==> src/rtl/alu_mul_sequencer.sv <==
// Shift-add multiply sequencer that borrows the shared ALU for WIDTH cycles.
// Returns either the low or high word of the unsigned 2*WIDTH-bit product.
module alu_mul_sequencer #(
  parameter int unsigned WIDTH   = 32,
  parameter logic [3:0]  OPC_ADD = 4'b0000
) (
  input  logic             clk,
  input  logic             rst_n,
  input  logic             start,
  input  logic             sel_hi,
  input  logic [WIDTH-1:0] op_a,
  input  logic [WIDTH-1:0] op_b,
  output logic [3:0]       alu_opcode,
  output logic [WIDTH-1:0] alu_a,
  output logic [WIDTH-1:0] alu_b,
  input  logic [WIDTH-1:0] alu_y,
  output logic             alu_own,
  output logic             busy,
  output logic             done,
  output logic [WIDTH-1:0] result
);

  localparam int unsigned CW = (WIDTH > 1) ? $clog2(WIDTH) : 1;
  localparam logic [CW-1:0] LAST_STEP = CW'(WIDTH - 1);

  typedef enum logic [1:0] {
    S_IDLE = 2'd0,
    S_RUN  = 2'd1,
    S_DONE = 2'd2
  } state_e;

  state_e           state_q, state_d;
  logic [WIDTH-1:0] hi_q, hi_d;
  logic [WIDTH-1:0] lo_q, lo_d;
  logic [WIDTH-1:0] mcand_q, mcand_d;
  logic [CW-1:0]    count_q, count_d;
  logic             sel_q, sel_d;
  logic             busy_q, busy_d;
  logic             done_q, done_d;
  logic             own_q, own_d;
  logic [WIDTH-1:0] result_q, result_d;
  logic             carry;

  // State and datapath registers
  always_ff @(posedge clk or negedge rst_n) begin
    if (!rst_n) begin
      state_q  <= S_IDLE;
      hi_q     <= '0;
      lo_q     <= '0;
      mcand_q  <= '0;
      count_q  <= '0;
      sel_q    <= 1'b0;
      busy_q   <= 1'b0;
      done_q   <= 1'b0;
      own_q    <= 1'b0;
      result_q <= '0;
    end else begin
      state_q  <= state_d;
      hi_q     <= hi_d;
      lo_q     <= lo_d;
      mcand_q  <= mcand_d;
      count_q  <= count_d;
      sel_q    <= sel_d;
      busy_q   <= busy_d;
      done_q   <= done_d;
      own_q    <= own_d;
      result_q <= result_d;
    end
  end

  // The ALU has no carry-out, so recover it from unsigned wrap-around
  assign carry = (alu_y < hi_q);

  // Next-state and datapath update
  always_comb begin
    state_d  = state_q;
    hi_d     = hi_q;
    lo_d     = lo_q;
    mcand_d  = mcand_q;
    count_d  = count_q;
    sel_d    = sel_q;
    result_d = result_q;
    done_d   = 1'b0;

    case (state_q)
      S_IDLE: begin
        if (start) begin
          mcand_d = op_a;
          lo_d    = op_b;
          hi_d    = '0;
          count_d = '0;
          sel_d   = sel_hi;
          state_d = S_RUN;
        end
      end
      S_RUN: begin
        hi_d    = {carry, alu_y[WIDTH-1:1]};
        lo_d    = {alu_y[0], lo_q[WIDTH-1:1]};
        count_d = CW'(count_q + 1'b1);
        if (count_q == LAST_STEP) begin
          state_d  = S_DONE;
          done_d   = 1'b1;
          result_d = sel_q ? hi_d : lo_d;
        end
      end
      S_DONE: begin
        state_d = S_IDLE;
      end
      default: begin
        state_d = S_IDLE;
      end
    endcase

    busy_d = (state_d != S_IDLE);
    own_d  = (state_d == S_RUN);
  end

  // ALU drive depends only on registered state, never on start
  assign alu_own    = own_q;
  assign alu_opcode = own_q ? OPC_ADD : 4'b0000;
  assign alu_a      = own_q ? hi_q : '0;
  assign alu_b      = (own_q && lo_q[0]) ? mcand_q : '0;

  assign busy   = busy_q;
  assign done   = done_q;
  assign result = result_q;

endmodule

==> config.mk <==
export PLATFORM = sky130hd
export DESIGN_NAME = alu_mul_sequencer
export DESIGN_NICKNAME = d
export VERILOG_FILES = /design/src/rtl/alu_mul_sequencer.sv
export SDC_FILE = /design/constraint.sdc
export NUM_CORES = 1
export LEC_CHECK = 0
export BUFFER_PORTS_ARGS = -buffer_cell sky130_fd_sc_hd__buf_4
export CORE_MARGIN = 2
export CORE_UTILIZATION = 34
export CTS_BUF_LIST = sky130_fd_sc_hd__clkbuf_8
export DETAILED_ROUTE_END_ITERATION = 12
export GPL_TIMING_DRIVEN = 0
export PLACE_DENSITY_LB_ADDON = 0.08
export REMOVE_ABC_BUFFERS = 1
export SLEW_MARGIN = 40
export SYNTH_ARGS = -nofsm -noshare
export SYNTH_HDL_FRONTEND = slang
export SYNTH_SLANG_ARGS = --single-unit
==> constraint.sdc <==
create_clock -name clk -period 3.5 [get_ports clk]
set_clock_uncertainty 0.05 [all_clocks]
set_input_delay 0.7 -clock clk [delete_from_list [all_inputs] [get_ports clk]]
set_output_delay 0.7 -clock clk [all_outputs]
set_load 0.01 [all_outputs]
==> impl_results.md, run 1 <==
- Nets: 1,023
- Post-Route Utilization: a little under half
- Post-route ant nets: 0
- Largest fanout on the critical path: 34
- Min cycle time layout: 2.84 ns
- Max capacitance violation total: 0
- Setup Fix Bufs, Post-CTS: 0
- Fin Setup TNS: 0 ns
- GRT overflow: 0
- Post-synthesis sequential area ratio: 48.0%
- Setup WS pre-CTS: around 0.14 ns
- DP HPWL: 14,200 um
- Largest net degree at the start of global routing: 68
- PostCTS Resize Cnt: 0
- H-tree levels: 4
- Power Density: roughly 760 nW/um^2
- Clock latency on the worst-skew pair: around 0.44 ns
- Syn Area/Cell: 10.2 um^2
- Fmax: 352 MHz
- VDD IR-drop max: 0.324 mV
- Slowest CP cell: nor2b_4
- Std cell rows: 53
- Placer Congestion: approximately 0.76
- Vias in the first global route: 5,874
- Status: finished, final reports clean
- Final slew viol count: 0
- #FFs+latches synth: roughly 140
- Clk sinks: between 100 and 150
- Die H: 150 um
- Crit path top cell by count: buf_16
- Layout area overhead: 31.6%
- Commonest non-fill, non-tap cells in the layout: 197 x buf_4, 134 x dfrtp_1, 100 x o21ai_0
- Pre-antenna DRT Iters: 5
- Final Worst Setup Slack: approximately 0.66 ns
- CP peak stage delay: 0.59 ns
- Initial drt markers: 219
- Tot GR Track Use: 18.6%
- Relative slew slack: 47.2%
- Startpoint types: input pin
- Die footprint: approximately 22,000 um^2
- Worst flop-to-flop path endpoint: mcand_q[25]
- Yosys cell types: 41
- Hold Crit Start: result[23]
- R2R setup slack: 0.66 ns
- Average routed wire per standard cell: 17.4 um
- Mapped Area: 7240 um^2
- Cell Chain, Critical Path: buf_4 -> nor2b_4 -> buf_16 -> nor2b_4 -> buf_16 -> buf_16 -> mux2_4
- RSZ-0062 raised after global routing: no
- Commonest non-fill, non-tap cell in the layout: buf_4
- Clock-pin slew on the worst setup and hold paths: roughly 0.08 ns
- Critical path endpoint category: flop
- Cts bufs inserted: 17
- Final wirelength: a little over 20,000 um
- Crit share post-route: 81.2%
- Design Power: just over 7000 uW
- Share of cells above drive strength 1: a little under a third
- Hold Path End: result[23]
- CTS root buf: clkbuf_8
- Worst-Margin Slew: 0.792 ns
- Number of vias in the routed layout: 5,814
- Initial Utilization: 34.6%
- First-pass GRT wire length: 32,500 um
- Leak: 0.00479 uW
- Data required, critical path: 3.77 ns
- Setup-failing EPs final: 0
- # diodes: 0
- Ports: 203
- PortBufs: 198
- Longest Clk Path Bufs: 2
- Final Hold Vio Count: 0
- RR Startpoint: state_q[1]
- Die W: between 100 and 150 um
- Worst min path class: reg -> reg
- Worst Reg-to-Reg Cells: 6
- CP Class: in -> reg
- Worst Path Arrival: 3.11 ns
- Initial antenna violation count: 0
- # fillers: 2,060
- CORE AREA: 21,000 um^2
- # DRC: 0
- Synth warn: 0
- CTS tree: done
- Hold_ws: 0.434 ns
- Vias/cell: 4.94
- Synthesized instance count: just over 700
- Worst Hold Depth: 2
[Yosys cell counts]
cell type / count / area, um^2
buf_4: 4 / 30.0
o21ai_1: 1 / 5.00
buf_1: 1 / 3.75
buf_6: 2 / 22.5
o22ai_1: 1 / 6.26
nor3b_1: 1 / 7.51
nor2b_1: 33 / 206
clkbuf_1: 32 / 120
o311a_1: 2 / 20.0
mux2_4: 29 / 435
nor2b_4: 1 / 13.8
nor2b_2: 1 / 8.76
nor4_1: 1 / 6.26
and2_1: 33 / 206
buf_2: 13 / 65.1
nor3_1: 2 / 10.0
nor2_1: 3 / 11.3
or2_1: 1 / 6.26
mux2_2: 4 / 45.0
o21ai_0: 100 / 500
dfrtp_1: 139 / 3480
and4_1: 1 / 8.76
a22o_1: 3 / 26.3
nand2b_1: 2 / 12.5
a211o_1: 1 / 8.76
a22oi_1: 32 / 240
mux2i_1: 31 / 310
a221o_1: 1 / 10.0
a21oi_1: 47 / 235
nand3_1: 5 / 25.0
nand3b_1: 1 / 7.51
nand4_1: 6 / 37.5
inv_1: 34 / 128
a21o_1: 3 / 22.5
ha_1: 33 / 413
buf_12: 3 / 60.1
conb_1: 1 / 3.75
o21bai_2: 1 / 11.3
nand2_1: 70 / 263
and3_1: 33 / 206
a31oi_1: 1 / 6.26
[flip-flops by register name (all words and copies together), names as in the netlist]
name	cells
result	32
lo_q	32
done	1
state_q	2
count_q	5
alu_own	1
busy	1
sel_q	1
mcand_q	32
hi_q	32
[layout make-up]
type                            instances  area (um^2)  area share [%]
Tap cell                              275          344            3.61
Clock buffer                           18          248            2.60
Multi-Input combinational cell        488         3360            35.3
Sequential cell                       139         3490            36.6
Timing Repair Buffer                  210         1790            18.8
Inverter                               34          128            1.34
Clock inverter                         14          169            1.77
[routing by layer]
| metal | part of all wire [%] | up-vias | global-route usage (%) | wire length, um |
|---|---|---|---|---|
| met3 | 6.3 | 15 | 4.63 | 1300 |
| met4 | 1.2 | 0 | 5.47 | 251 |
| met1 | 46 | 2809 | 25.1 | 9450 |
| li1 | - | 2817 | - | - |
| met2 | 46 | 173 | 29.7 | 9530 |
| met5 | 0 | - | 0 | 0 |
[critical path, delay by kind of cell]
family / cells / cell delay (ns)
buf+inv: 4 / 0.99
mux: 1 / 0.31
simple gates: 2 / 1.09
[kinds of logic (layout without fill, tap and decap cells)]
| kind of cell | count (synthesis) | after routing | share of synthesized area (%) |
|---|---|---|---|
| AO/OA/AOI/OAI | 193 | 193 | 15.1 |
| AND/OR/NAND/NOR | 194 | 194 | 14.3 |
| flip-flops | 139 | 139 | 48.0 |
| multiplexers | 64 | 64 | 10.9 |
| other | 1 | 4 | 0.0518 |
| buffers and inverters | 89 | 276 | 5.92 |
| adder cells (fa/ha/maj) | 33 | 33 | 5.70 |
[report_power, final]
group / internal (uW) / switching (uW)
logic: 1660 / 1330
registers: 2270 / 582
clock network: 725 / 667
total: 4660 / 2580
[worst max path at each step]
stage               startpoint          end  slack [ns]  cells after the start
floorplan           state_q[0]   count_q[3]       -0.27                      4
global placement    state_q[0]   count_q[3]       -2.71                      4
detailed placement       start  mcand_q[26]        0.14                      7
CTS                 state_q[1]  mcand_q[24]        0.51                      6
global route        state_q[1]  mcand_q[24]        0.54                      6
finish                   start  mcand_q[25]        0.66                      7
[per-stage QoR]
step	instances	instance area (um^2)
CTS	1178	9530
detailed placement	1145	9100
floorplan	661	6950
finish	1178	9540
global placement	1134	8780
global route	1178	9540
[timing repair]
action	4_1_cts	5_1_grt
hold buffers	1	0
hold endpoints to repair	8	0
endpoints found under the setup margin	0	0
Power figures use the tool's default switching activity.
==> run 2, diff against run 1 <==
==> constraint.sdc (replaced) <==
create_clock -name clk -period 2.3 [get_ports clk]
set_clock_uncertainty 0.05 [all_clocks]
set_input_delay 0.46 -clock clk [delete_from_list [all_inputs] [get_ports clk]]
set_output_delay 0.46 -clock clk [all_outputs]
set_load 0.01 [all_outputs]
==> run 2 against run 1 <==
Compared with the run above: clock power increased by 53%; sequential power increased by 52%; register-to-register slack lost 0.51 ns; worst hold slack lost 0.24 ns; flip-flop and latch count stayed put; die area did not move; design area rose by 0.33%; largest cell class unchanged; highest routed layer unchanged.
==> impl_results.md, run 2 (synthesis gave the netlist of run 1 again) <==
- Initial antenna violation count: 0 (unchanged)
- Die footprint: 22,500 um^2 (unchanged)
- First-pass GRT wire length: 32,600 um (+0.25%)
- Die W: 150 um (unchanged)
- PortBufs: 198 (unchanged)
- Clock latency on the worst-skew pair: 0.45 ns (about the same)
- DP HPWL: 14,200 um (unchanged)
- Pre-antenna DRT Iters: 5 (unchanged)
- Layout area overhead: 32.1%
- Data required, critical path: 1.79 ns (-1.98 ns)
- Die H: 150 um (unchanged)
- Metal3 WL: 1390 um (+6.6%)
- Setup WS pre-CTS: -0.818 ns (-0.960 ns)
- Worst Path Arrival: 1.64 ns (-1.47 ns)
- Worst min path class: in -> reg
- Post-route ant nets: 0 (unchanged)
- H-tree levels: 4 (unchanged)
- Std cell rows: 53 (unchanged)
- Critical path endpoint category: primary output
- Fmax: 466 MHz
- Top routing layer used: met4
- Wl on met1: 9460 um (+0.11%)
- Cts bufs inserted: 17 (unchanged)
- Vias/cell: 4.97 (+0.71%)
- Commonest non-fill, non-tap cell in the layout: buf_4
- Initial Utilization: 34.6% (unchanged)
- VDD IR-drop max: 0.493 mV (+52%)
- Startpoint types: flop
- Min cycle time layout: 2.15 ns
- Post-Route Utilization: 45.7% (+0.15 points)
- Setup-failing EPs final: 0 (unchanged)
- CP Class: reg -> out
- Leak: 0.00481 uW (+0.31%)
- Worst Hold Depth: 2 (unchanged)
- Ports: 203 (unchanged)
- Largest net degree at the start of global routing: 68 (unchanged)
- Max capacitance violation total: 0 (unchanged)
- Largest fanout on the critical path: 37 (+8.8%)
- Clock-pin slew on the worst setup and hold paths: 0.08 ns (about the same)
- GRT overflow: 0 (unchanged)
- Share of cells above drive strength 1: 31.9% (+0.30 points)
- Longest Clk Path Bufs: 2 (unchanged)
- RSZ-0062 raised after global routing: no
- Final Hold Vio Count: 0 (unchanged)
- # DRC: 0 (unchanged)
- Placer Congestion: 0.756 (unchanged)
- Crit share post-route: 93.4%
- Worst Reg-to-Reg Cells: 6 (unchanged)
- # fillers: 2,061 (+0.049%)
- Power Density: 1150 nW/um^2 (+52%)
- # diodes: 0 (unchanged)
- Met2 routed WL: 9630 um (+1.0%)
- Tot GR Track Use: 18.7% (+0.058 points)
- CORE AREA: 21,000 um^2 (unchanged)
- Commonest non-fill, non-tap cells in the layout: 200 x buf_4, 134 x dfrtp_1, 100 x o21ai_0
- Average routed wire per standard cell: 17.6 um (+0.82%)
- Initial drt markers: 202 (-7.8%)
- Final Worst Setup Slack: 0.153 ns (-0.507 ns)
- Design Power: 11,000 uW (+52%)
- Status: finished, final reports clean
- Clk sinks: 139 (unchanged)
- CTS root buf: clkbuf_8
- Number of vias in the routed layout: 5,875 (+1.0%)
- Final slew viol count: 0 (unchanged)
- Final wirelength: 20,800 um (+1.2%)
- Worst-Margin Slew: 0.577 ns (-0.216 ns)
- Nets: 1,027 (+0.39%)
- CTS tree: done
- Relative slew slack: 61.5% (+14 points)
- Vias in the first global route: 5,899 (+0.43%)
run 2: stage by stage:
step	cell area [um^2]	hold WS, ns	setup TNS, ns	instances
finish	9570	0.190	0	1182
global route	9570	0.149	0	1182
CTS	9550	0.154	0	1180
detailed placement	9100	0.225	-21.95	1145
global placement	8780	0.415	-364.06	1134
floorplan	6950	0.114	-105.21	661
run 2: path summary, 6_finish.rpt:
kind	from	end	slack [ns]
hold / removal	op_a[8]	mcand_q[8]	0.19
hold reg to reg	result[23]	result[23]	0.43
max in group asynchronous	rst_n	state_q[0]	1.27
setup reg to reg	state_q[1]	mcand_q[25]	0.15
min in group asynchronous	rst_n	hi_q[27]	0.35
setup / recovery	alu_own	alu_b[0]	0.15
run 2: report_power, final:
group	switching (uW)	internal (uW)	total, uW
Sequential	879	3460	4340
Combinational	2020	2540	4560
Clock	1020	1100	2120
Total	3920	7100	11000
run 2: worst max-delay path: stages, from the launching register on:
cell	delay, ns
dfrtp_4	0.64
buf_16	0.23
and3_1	0.18
buf_4	0.14
run 2: what timing repair did:
action	CTS	global route
resized for setup	0	1
endpoints found under the setup margin	34	2
pin swaps	0	1
setup buffers	2	1
endpoints found under the hold margin	8	0
gates cloned	0	1
hold buffers	1	0
run 2: layer usage:
layer | vias up | global-route usage [%]
met2 | 180 | 29.7
met3 | 19 | 4.63
met5 | - | 0
li1 | 2829 | -
met1 | 2847 | 25.3
met4 | 0 | 5.47
run 2: area by class of cell:
type,count,area [um^2],share of cell area [%]
flip-flops and latches,139,3490,36.5
multi-input cells,489,3370,35.2
repair buffers,213,1810,19.0
well taps,275,344,3.60
clock buffers,18,248,2.59
clock inverters,14,169,1.77
inverters,34,128,1.33
